File: config.mk
export PLATFORM = sky130hd
export DESIGN_NAME = clock_step_controller
export DESIGN_NICKNAME = d
export VERILOG_FILES = /design/src/rtl/clock_step_controller.sv
export SDC_FILE = /design/constraint.sdc
export NUM_CORES = 1
export LEC_CHECK = 0
export ABC_AREA = 1
export CORE_ASPECT_RATIO = 0.6
export CORE_MARGIN = 4
export CORE_UTILIZATION = 50
export CTS_CLUSTER_DIAMETER = 100
export DETAILED_ROUTE_END_ITERATION = 10
export PLACE_DENSITY = 0.72
export SETUP_SLACK_MARGIN = 0.4
export SYNTH_ARGS = -nofsm -noshare
export SYNTH_HDL_FRONTEND = slang
export SYNTH_SLANG_ARGS = --single-unit
File: constraint.sdc
create_clock -name clk -period 2.9 [get_ports clk]
set_input_delay 0.29 -clock clk [delete_from_list [all_inputs] [get_ports clk]]
set_output_delay 0.29 -clock clk [all_outputs]
set_load 0.05 [all_outputs]
File: src/rtl/clock_step_controller.sv
// Enable-pulse generator with free-running (RUN) and single-period (STEP) modes.
// Optional 16-bit pulse counter output is built when CLKCTL_PULSE_COUNT_EN is defined.
module clock_step_controller #(
  parameter int DIV_W   = 8,
  parameter int DIV_RST = 1
) (
  input  logic             clk,
  input  logic             rst_n,
  input  logic             run,
  input  logic             step,
  input  logic [DIV_W-1:0] div_val,
  input  logic             div_load,
  output logic             clk_en,
  output logic             step_done,
  output logic             running
`ifdef CLKCTL_PULSE_COUNT_EN
  ,
  output logic [15:0]      pulse_cnt
`endif
);

  typedef enum logic [1:0] {
    S_IDLE = 2'd0,
    S_RUN  = 2'd1,
    S_STEP = 2'd2
  } state_t;

  state_t           state_q, state_d;
  logic [DIV_W-1:0] cnt_q, cnt_d;
  logic [DIV_W-1:0] div_cur_q, div_cur_d;
  logic [DIV_W-1:0] div_pend_q, div_pend_d;
  logic             pending_q, pending_d;
  logic             clk_en_q, clk_en_d;
  logic             step_done_q, step_done_d;
  logic             boundary;

  assign boundary = (cnt_q == div_cur_q);

  always_comb begin
    state_d     = state_q;
    cnt_d       = cnt_q;
    div_cur_d   = div_cur_q;
    div_pend_d  = div_pend_q;
    pending_d   = pending_q;
    clk_en_d    = 1'b0;
    step_done_d = 1'b0;

    case (state_q)
      S_IDLE: begin
        cnt_d = '0;
        if (run) begin
          state_d = S_RUN;
        end else if (step) begin
          state_d = S_STEP;
        end
        if (div_load) begin
          div_cur_d = div_val;
          pending_d = 1'b0;
        end
      end

      S_RUN, S_STEP: begin
        if (boundary) begin
          cnt_d    = '0;
          clk_en_d = 1'b1;
          if (state_q == S_STEP) begin
            step_done_d = 1'b1;
            state_d     = S_IDLE;
          end else if (!run) begin
            state_d = S_IDLE;
          end
          // A load landing on the boundary wins over any older pending ratio.
          if (div_load) begin
            div_cur_d = div_val;
            pending_d = 1'b0;
          end else if (pending_q) begin
            div_cur_d = div_pend_q;
            pending_d = 1'b0;
          end
        end else begin
          cnt_d = cnt_q + DIV_W'(1);
          if (div_load) begin
            div_pend_d = div_val;
            pending_d  = 1'b1;
          end
        end
      end

      default: begin
        state_d = S_IDLE;
        cnt_d   = '0;
      end
    endcase
  end

  always_ff @(posedge clk or negedge rst_n) begin
    if (!rst_n) begin
      state_q     <= S_IDLE;
      cnt_q       <= '0;
      div_cur_q   <= DIV_W'(DIV_RST);
      div_pend_q  <= '0;
      pending_q   <= 1'b0;
      clk_en_q    <= 1'b0;
      step_done_q <= 1'b0;
    end else begin
      state_q     <= state_d;
      cnt_q       <= cnt_d;
      div_cur_q   <= div_cur_d;
      div_pend_q  <= div_pend_d;
      pending_q   <= pending_d;
      clk_en_q    <= clk_en_d;
      step_done_q <= step_done_d;
    end
  end

  assign clk_en    = clk_en_q;
  assign step_done = step_done_q;
  assign running   = (state_q != S_IDLE);

`ifdef CLKCTL_PULSE_COUNT_EN
  logic [15:0] pulse_cnt_q, pulse_cnt_d;

  // Counts pulses already issued; wraps naturally at 16 bits.
  always_comb begin
    pulse_cnt_d = pulse_cnt_q + 16'(clk_en_q);
  end

  always_ff @(posedge clk or negedge rst_n) begin
    if (!rst_n) begin
      pulse_cnt_q <= '0;
    end else begin
      pulse_cnt_q <= pulse_cnt_d;
    end
  end

  assign pulse_cnt = pulse_cnt_q;
`endif

endmodule
======== After elaboration in Yosys (flattened, before gate mapping) ========
Cells that the tools add are included.
storage, ports and cells
  flip-flop bits (word level) ............. 29
  output and inout port bits .............. 3
cells by class
  $add $sub $neg .......................... 1
  equality and inequality tests ........... 9
  muxes and demuxes ....................... 22
  bitwise operators ....................... 1
  reductions and logical operators ........ 8
operators with widths
  cell                                                              count
  8-bit two-way mux                                                 6
  8-bit case mux with 2 select lines                                1
  3-bit != test (second input constant)                             4
  2-bit two-way mux                                                 5
  3-bit AND reduction                                               3
  8-bit by 1-bit adder with 8-bit output (second input constant)    1
  8-bit == test                                                     1
  1-bit two-way mux                                                 8
  2-bit != test (second input constant)                             2
  2-bit case mux with 2 select lines                                1
  4-bit AND reduction                                               1
  2-bit nonzero test                                                2
  2-bit by 1-bit == test with 1-bit output (second input constant)  1
  2-bit == test (second input constant)                             1
  2-bit zero test                                                   1
  1-bit case mux with 2 select lines                                1
  2-bit OR reduction                                                1
  1-bit NOT                                                         1

======== Logic depth before layout (Yosys ltp) ========
Gate-level depths: netlist of run 1.
  depth after elaboration ................. 4
  depth in mapped cells ................... 10
  mapped depth without buffers ............ 10

======== Worst setup path after synthesis of run 1 ========
No wires, ideal clock.
  path type ............................... reg-to-reg
  start point ............................. register state_q[1]
  end point ............................... register div_cur_q[1]
  setup time .............................. 0.116 ns
  arrival time ............................ 1.413 ns
  data required time ...................... 2.784 ns
  slack ................................... 1.370 ns
  stages on the path, launching flop included .. 10
  path buffers ............................ 1
  clock period less this slack ............ 1.530 ns
  cells stage by stage .................... dfrtp_1 inv_1 ha_1 inv_1 o21ai_1 o21a_1 buf_4 nand2_4 nand2_1 nand2_1
between the ends
  word-level cells in the longest chain between the ends .. 4
RTL lines
  what                                                                       line  RTL
  from (decl)                                                                28    state_t state_q, state_d;
  from (signal assigned)                                                     106   state_q <= state_d;
  2-bit == test or 2-bit by 1-bit == test with 1-bit output (tied branches)  48    case (state_q)
  2-bit OR reduction                                                         48
  3-bit != test (no line) (tied with other cells)                            -
  4-bit AND reduction (no line)                                              -
  to (signal assigned)                                                       100   div_cur_q <= DIV_W'(DIV_RST);
  to (signal assigned)                                                       108   div_cur_q <= div_cur_d;
  to (decl)                                                                  30    logic [DIV_W-1:0] div_cur_q, div_cur_d;
Parallel ways exist; a longest one is shown, timed or not.
A chain may end at the register's enable or synchronous reset.

======== Worst setup path in the final report of run 1 ========
  start point ............................. register state_q[1]
  end point ............................... output running
between the ends
  word-level cells in the longest chain between the ends .. 1
RTL lines
  what                line  RTL
  2-bit nonzero test  118   assign running = (state_q != S_IDLE);
  to (decl)           15    output logic running
Every way passes these cells.

==> run metrics, run 1 <==
Hold Path Class=input pin to asynchronous set/reset pin; share of cells above drive strength 1=11.90%; Switching Power=approximately 0.00076 W; core area=between 0.002 and 0.003 mm^2; clock share of power=approximately 18%; Static Leakage=around 0.9 nW; H-tree depth=2; placer congestion estimate=approximately 0.78; Post-CTS Repair Setup Buffers=0; VDD IR max=0.0004007 V; Seq pwr share=a little under two fifths; Root Driver=clkbuf_8; port buffer count=15; CP Max Fanout=4; Synth area leaders=dfrtp_1, nand2_1, mux2_2, inv_1, nand3_1; Max Fclk=~470 MHz; I/O pin count=16; vias in the first global route=between 1k and 1.5k; Clock transition at path regs=around 0.060 ns; internal power=0.001017 W; fin crit share=between 70% and 80%; number of synthesized flops with an enable pin=0; Post-Syn Instances=190; Routed Wire Length=between 3 and 4 mm; pins over their slew limit=0; crit path launch type=register; largest net degree at the start of global routing=30; share of synthesized registers carrying an async set or reset=between 90% and 100%; top-count cell post-synth=nand2_1; # diodes=0; DRC Markers=0; worst endpoint required time=about 2.6 ns; global route total overflow=0; 1st-pass router iterations=4; Main synth FF type=dfrtp_1; Worst Max-Slew Pin Slew=0.4928 ns; yosys warns=0; DIE AREA=slightly above 0.004 mm^2; Slew Limit Headroom=about 67%; DP HPWL=about 2.3 mm; number of nets in the layout=around 230; CTS Sinks=29; synth unique cells=26; DR WL/cell=roughly 13 um; min Tclk post-route=around 2.1 ns; vias=~1.3k; # rows=15; DIE WIDTH=79.92 um; post-cts resize count=0; placed cell count=between 200 and 250; final setup TNS=0 ns; hold_ws=between 0.3 and 0.4 ns; pwr/cell area=approximately 980 mW/mm^2; maxcap violations=0; Initial DRC Count=44; Overall Power=between 0.0015 and 0.002 W; chip height=51.15 um; first-pass GRT wire length=roughly 5.6 mm; multi-input logic area=between 700 and 800 um^2; fin cells=between 200 and 300; Syn Nets=206; Via-to-Cell Ratio=slightly below 5; Mapped Area=~0.0016 mm^2; Post-synth top cells=nand2_1, dfrtp_1, inv_1; Syn Area/Cell=around 8 um^2; Comb pwr share=roughly 45%; Initial Utilization=between 50% and 60%; GRT Util Overall=between 10% and 20%; path type of the worst setup path=register to output port; Worst-Skew Late Latency=around 0.29 ns; Setup-failing EPs final=0; Fin. Hold Viols=0; CTS tree=built; Net Sw Frac=around 43%; CTS Buffer Depth=2; status=finished clean; Synth Register Bits=29; Crit. End Element=output port; CTS Buf Count=5; arrival time at the worst endpoint=around 1.9 ns; fill count=272; Layout area overhead=16.94%; post-synthesis sequential area ratio=between 40% and 50%; Fin Clk Skew=around 0.0072 ns; Post-DRT Antenna Nets=0; area fraction of the dominant cell type after synthesis=a little under half; FF/Latch Area=approximately 730 um^2; CTS hold repair buffers=0; unrepaired setup endpoints after global routing=false; top cell type by total area after synthesis=dfrtp_1; initial antenna violation count=0
## final timing paths
path	from	to	slack [ns]	cells past startpoint
hold / removal	rst_n	div_pend_q[6]	0.38	2
hold reg to reg	div_pend_q[3]	div_pend_q[3]	0.47	2
setup / recovery	state_q[1]	running	0.76	4
max in group asynchronous	rst_n	div_cur_q[0]	2.21	2
setup reg to reg	state_q[1]	div_cur_q[4]	1.15	7
min in group clk	div_pend_q[3]	div_pend_q[3]	0.47	2
## layer usage
metal  vias up  track usage, %  part of all wire (%)
met4         0           5.056                   1.3
met3         4           8.451                   5.7
met2        26           25.00                    41
met5         -               0                     0
met1       586           27.08                    52
li1        636               -                     -
## power groups by stage
stage | combinational (W) | clock [W] | sequential, W
floorplan | 0.000663 | 0 | 0.000637
global placement | 0.000778 | 0 | 0.000654
detailed placement | 0.000807 | 0 | 0.000656
CTS | 0.000810 | 0.000326 | 0.000651
global route | 0.000927 | 0.000353 | 0.000669
finish | 0.000805 | 0.000318 | 0.000651
## kinds of logic after synthesis
| family | Yosys count | synth area share (%) |
|---|---|---|
| simple gates | 113 | 32.58 |
| flops | 29 | 46.86 |
| buf+inv | 27 | 7.580 |
| mux | 8 | 5.807 |
| compound gates | 5 | 1.936 |
| xor+xnor | 5 | 2.822 |
| fa+ha+maj | 3 | 2.420 |
## layout make-up
class                   count  area share, %
clock buffers               8          4.414
inverters                  22          4.552
multi-input cells         134          38.97
flip-flops and latches     29          40.07
well taps                  42          2.897
repair buffers             17          9.103
## layout by cell type (no fill, tap or decap), drive strengths merged
cell type       n
nand3          15
o21a            1
buf             2
dfrtp          28
a21oi           2
dfstp           1
nand4           8
nor2           14
o31ai           1
clkbuf          8
ha              3
mux2            8
nand2          72
clkdlybuf4s50  15
o21ai           1
nor3            4
inv            22
xnor2           4
xor2            1
## registers in the layout, summed over array words and instances (netlist names)
| register | flops |
|---|---|
| cnt_q | 8 |
| div_cur_q | 8 |
| div_pend_q | 8 |
| state_q | 2 |
| clk_en | 1 |
| pending_q | 1 |
| step_done | 1 |
## per-stage QoR
stage          area (um^2)  setup WS, ns  utilization [%]
6_report              1814        0.7597            61.97
4_1_cts               1814        0.7495            61.97
5_1_grt               1814        0.6799            61.97
2_1_floorplan         1551         1.370                -
3_5_place_dp          1734        0.9302            59.23
3_3_place_gp          1734        0.9646            59.23
## worst max-delay path, cell delays in order (launching register included)
cell and delay [ns]:
dfrtp_1 0.38, inv_1 0.06, ha_1 0.21, inv_1 0.10
clkdlybuf4s50_1 0.81
(Power assumes the default switching activity.)
==> run 2, diff against run 1 <==
- clock period: 2.9 -> 1.99 ns (I/O delays scaled with it)
==> run 2 against run 1 <==
  * Register-to-register slack worse by 0.68 ns
  * Combinational power increased by 88%
  * Final area up 9.8%
  * Global-route usage up 1.8 points
  * Die area did not move
  * Sequential cell count stayed put
  * Critical endpoint is now div_cur_q[5]
  * Largest cell class is now multi-input combinational cells
  * Highest routed layer unchanged
==> run metrics, run 2 (synthesis gave the netlist of run 1 again) <==
status=finished clean (unchanged); pwr/cell area=1560 mW/mm^2 (was 977.9 mW/mm^2); Worst-Skew Late Latency=0.28 ns (was 0.29 ns); DRC Markers=0 (unchanged); vias=1336 (was 1252); unrepaired setup endpoints after global routing=false (unchanged); Comb pwr share=48.6% (was 45.4%); cells along the critical path=inv_1 -> ha_4 -> inv_2 -> o21ai_4 -> o21a_4 -> nand2_4 -> nand2_1 -> nand2_1 (was inv_1 -> ha_1 -> inv_1 -> clkdlybuf4s50_1); Placement Cell Area=0.001747 mm^2 (was 0.001734 mm^2); CTS Buf Count=5 (unchanged); maxcap violations=0 (unchanged); CTS Buffer Depth=2 (unchanged); Root Driver=clkbuf_8 (unchanged); Static Leakage=1.014 nW (was 0.9107 nW); Seq pwr share=30.9% (was 36.7%); clock share of power=20.4% (was 17.9%); Initial DRC Count=109 (was 44); Setup-failing EPs final=0 (unchanged); end-of-flow core utilization=68.03% (was 61.97%); R2R cell count=8 (was 7); Overall Power=0.003108 W (was 0.001774 W); # rows=15 (unchanged); global route total overflow=0 (unchanged); Hold Path Class=input pin to asynchronous set/reset pin (unchanged); Post-DRT Antenna Nets=0 (unchanged); Most common cell on crit path=nand2_1 (was inv_1); GRT Util Overall=20.47% (was 18.72%); Fin. Hold Viols=0 (unchanged); Slew Limit Headroom=67.07% (was 67.04%); Layout area overhead=28.39% (was 16.94%); worst r2r src=state_q[0] (was state_q[1]); final setup TNS=0 ns (unchanged); arrival time at the worst endpoint=1.68 ns (was 1.85 ns); slowest CP cell=dfrtp_1 (was clkdlybuf4s50_1); 1st-pass router iterations=4 (unchanged); first-pass GRT wire length=6.085 mm (was 5.644 mm); min Tclk post-route=between 1.5 and 2 ns; I/O pin count=16 (unchanged); share of cells above drive strength 1=19.46% (was 11.90%); fin crit share=around three quarters; Crit path buffers/inverters=2 (was 3); leading cell types in the layout, fill and taps excluded=nand2_1, dfrtp_1, inv_1 (unchanged); CTS Sinks=29 (unchanged); Crit. End Element=register (was output port); DR WL/cell=14.13 um (was 12.53 um); largest net degree at the start of global routing=30 (unchanged); Routed Wire Length=3.715 mm (was 3.158 mm); RR Endpoint=div_cur_q[5] (was div_cur_q[4]); DIE WIDTH=79.92 um (unchanged); Net Sw Frac=41.18% (was 42.65%); H-tree depth=2 (unchanged); worst stage delay on the critical path=0.36 ns (was 0.81 ns); worst endpoint required time=2.15 ns (was 2.61 ns); VDD IR max=0.0008220 V (was 0.0004007 V); chip height=51.15 um (unchanged); DIE AREA=0.004088 mm^2 (unchanged); CP Max Fanout=8 (was 4); internal power=0.001828 W (was 0.001017 W); Clock transition at path regs=0.07 ns (was 0.06 ns); pins over their slew limit=0 (unchanged); number of nets in the layout=236 (was 225); path type of the worst setup path=register to register (was register to output port); # diodes=0 (unchanged); port buffer count=15 (unchanged); commonest non-fill, non-tap cell in the layout=nand2_1 (unchanged); initial antenna violation count=0 (unchanged); Initial Utilization=52.99% (unchanged); CTS tree=built (unchanged); vias in the first global route=1313 (was 1185); DP HPWL=2.479 mm (was 2.318 mm); crit path launch type=register (unchanged); final instance area=0.001992 mm^2 (was 0.001814 mm^2); flop2flop setup slack=0.47 ns (was 1.15 ns); Worst Max-Slew Pin Slew=0.4960 ns (was 0.4928 ns); hold_ws=0.3006 ns (was 0.3770 ns); Via-to-Cell Ratio=5.080 (was 4.968); Max Fclk=658.8 MHz; largest registers=cnt_q x8, div_cur_q x8, div_pend_q x8 (unchanged); placer congestion estimate=0.8232 (was 0.7847); core area=0.002928 mm^2 (unchanged); Fin Clk Skew=0.008528 ns (was 0.007249 ns); Switching Power=0.001280 W (was 0.0007568 W); top cell family by delay on the critical path=compound AO/OA/AOI/OAI gates (was buffers and inverters)
[run 2: cell count changes in the layout (fill, tap and decap cells not counted), sizes merged]
cell	previous run	this run
clkdlybuf4s50	15	12
dlygate4sd2	0	2
buf	2	13
clkbuf	8	7
o21a	1	2
bufinv	0	1
[run 2: metrics by stage]
step | instances | setup WS, ns
finish | 263 | 0.4720
global placement | 246 | 0.3326
floorplan | 190 | 0.4603
detailed placement | 246 | 0.2437
global route | 263 | 0.3987
CTS | 255 | 0.4024
[run 2: area by class of cell]
class / instances / area [um^2]
clock buffer: 7 / 86.33
clock inverter: 1 / 30.03
fill: 235 / 935.9
inverter: 22 / 82.58
multi-input combinational: 135 / 774.5
sequential: 29 / 726.9
tap: 42 / 52.55
timing repair buffer: 27 / 239.0
[run 2: worst max path at each step]
| stage | start | to | slack (ns) | depth (start not counted) |
|---|---|---|---|---|
| global placement | state_q[1] | div_cur_q[5] | 0.33 | 8 |
| global route | div_cur_q[0] | div_pend_q[2] | 0.40 | 10 |
| finish | state_q[0] | div_cur_q[5] | 0.47 | 8 |
| detailed placement | state_q[1] | div_cur_q[5] | 0.24 | 8 |
| floorplan | state_q[1] | div_cur_q[2] | 0.46 | 9 |
| CTS | state_q[1] | div_cur_q[5] | 0.40 | 8 |
[run 2: metal layers]
metal  track usage [%]  vias up  wire length [um]
li1                  -      661                 -
met1             26.71      641              1832
met2             30.63       25              1630
met3             6.514        9               147
met4             10.39        0               104
met5                 0        -                 0
[run 2: timing repair]
| item | in CTS | in global routing |
|---|---|---|
| setup endpoints to repair | 20 | 18 |
| hold buffers | 0 | 0 |
| cloned | 1 | 0 |
| resized for setup | 10 | 4 |
| pin swaps | 1 | 4 |
| setup buffers | 0 | 8 |
[run 2: power by group through the flow]
stage                     logic [W]  clock network (W)  registers [W]
final                       0.00151           0.000635       0.000961
after global routing        0.00165           0.000681       0.000976
after CTS                   0.00134           0.000644       0.000959
after detailed placement    0.00120                  0       0.000962
after global placement      0.00114                  0       0.000948
after floorplan            0.000966                  0       0.000928
==> patch, RTL diff (settings of run 2) <==
Add a define of `CLKCTL_PULSE_COUNT_EN`.
--- a/src/rtl/clock_step_controller.sv
+++ b/src/rtl/clock_step_controller.sv
@@ -1,5 +1,7 @@
 // Enable-pulse generator with free-running (RUN) and single-period (STEP) modes.
 // Optional 16-bit pulse counter output is built when CLKCTL_PULSE_COUNT_EN is defined.
+`define CLKCTL_PULSE_COUNT_EN
+
 module clock_step_controller #(
   parameter int DIV_W   = 8,
   parameter int DIV_RST = 1
Function (old outputs only; new: pulse_cnt): kept (equiv_simple and equiv_induct, registers matched by name and starting in step).
==> patch against run 2 <==
  * Synthesized area rose by 44%
  * Cell area rose by 46%
  * Wire length rose by 33%
  * Setup slack improved by 0.019 ns
  * Sequential power rose by 39%
  * Die area rose by 38%
  * Synthesized cell count rose by 34%
  * Sequential cell count rose by 16
  * Cell count rose by 38%
  * Combinational power rose by 12%
  * Power rose by 20%
  * Critical path type is now flip-flop to output port
  * Critical endpoint is now pulse_cnt[7]
==> patch: results (changes against run 2) <==
* Tot GR Track Use at 18.38% (-2.1 points)
* R2R cell count at 10 (+2)
* Vias in the first global route at 1666 (+27%)
* NetSw at 1.481 mW (+16%)
* CP peak stage delay at 0.56 ns (+0.20 ns)
* Critical Path Fanout Max at 6 (-2)
* Synth Instances at 254 (+34%)
* M1 WL at 2537 µm (+38%)
* Clk slew on worst S/H paths at 0.09 ns (+0.02 ns)
* Buffers on Ports at 31 (+16)
* Final Skew at 0.008548 ns (+0.00001974 ns)
* Crit path arrival time at 1.30 ns (-0.38 ns)
* Layout cells sized above 1 at 19.87% (+0.41 points)
* First-pass GRT wire length at 7941 µm (+31%)
* Initial detailed-routing violation count at 66 (-39%)
* CP top delay family: buffers and inverters
* WL met2 at 2099 µm (+29%)
* Peak VDD IR at 1.160 mV (+41%)
* Leak at 1.531 nW (+51%)
* Met3 wire len at 263 µm (+79%)
* Synth cell count leaders: nand2_1 (78), dfrtp_1 (44), inv_1 (28)
* Critical R2R Capture: div_pend_q[0]
* Share of the yosys chip area belonging to registers at 50.50% (+3.6 points)
* Nets@finish at 319 (+35%)
* Setup slack, reg-to-reg at 0.50 ns (+0.03 ns)
* Worst reg2reg startpoint: div_cur_q[0]
* Pin count of the biggest net entering global routing at 21 (-30%)
* Post-route insts no fill at 362 (+38%)
* Syn Nets at 272 (+32%)
* Slowest cell on crit path: dlygate4sd2_1
* Hold slack at 0.3773 ns (+0.07667 ns)
* Status: completed
* Post-placement cell count at 347 (+41%)
## patch: cell count changes in the layout (fill, tap and decap cells not counted), sizes merged, moves of 2 or more
| cell | delta |
|---|---|
| nand4 | +2 |
| xor2 | +8 |
| inv | +7 |
| nor3 | +2 |
| dlygate4sd2 | +16 |
| nand3 | +8 |
| nor2 | +4 |
| xnor2 | +5 |
| dfrtp | +16 |
| ha | +2 |
| nand2 | +10 |
## patch: how the worst max path moves through the flow
stage	end	depth (start not counted)	from	slack (ns)
floorplan	pulse_cnt[12]	8	pulse_cnt[0]	0.36
global placement	div_cur_q[7]	6	div_load	0.35
detailed placement	div_cur_q[1]	6	div_load	0.31
CTS	div_cur_q[5]	9	div_cur_q[0]	0.35
global route	pulse_cnt[12]	8	pulse_cnt[0]	0.38
finish	pulse_cnt[7]	1	pulse_cnt[7]	0.49
## patch: what timing repair did
action                                  4_1_cts  5_1_grt
pin swaps                                     0        5
hold buffers                                  1        0
cloned                                        0        1
endpoints found under the hold margin        17        0
resized for setup                            20       18
endpoints found under the setup margin       34       22
setup buffers                                 0        5
## patch: layer usage
metal,vias to the layer above,global-route usage [%]
li1,904,-
met1,852,28.41
met2,47,25.50
met3,7,4.780
met4,0,4.321
met5,-,0
## patch: area by class of cell
type | instances | area (µm²)
clock buffers | 7 | 86.33
clock inverters | 1 | 30.03
fillers | 336 | 1301
inverters | 29 | 108.9
multi-input cells | 176 | 1092
flip-flops and latches | 45 | 1134
well taps | 60 | 75.07
repair buffers | 44 | 384.1
## patch: logic make-up after synthesis
group | share of synthesized area, %
buf+inv | 6.278
compound gates | 1.514
xor+xnor | 7.063
fa+ha+maj | 2.803
flops | 50.50
simple gates | 27.80
mux | 4.036
## patch: stage by stage
| step | area, µm² | util (%) |
|---|---|---|
| after floorplan | 2268 | - |
| after global placement | 2668 | 63.34 |
| after detailed placement | 2668 | 63.34 |
| after CTS | 2781 | 66.04 |
| after global routing | 2910 | 69.10 |
| final | 2910 | 69.10 |
## patch: power groups by stage
stage	Sequential, mW	Clock (mW)	Combinational, mW
finish	1.34	0.713	1.69
global route	1.37	0.771	1.86
CTS	1.33	0.726	1.37
detailed placement	1.35	0	1.36
global placement	1.34	0	1.33
floorplan	1.39	0	0.955
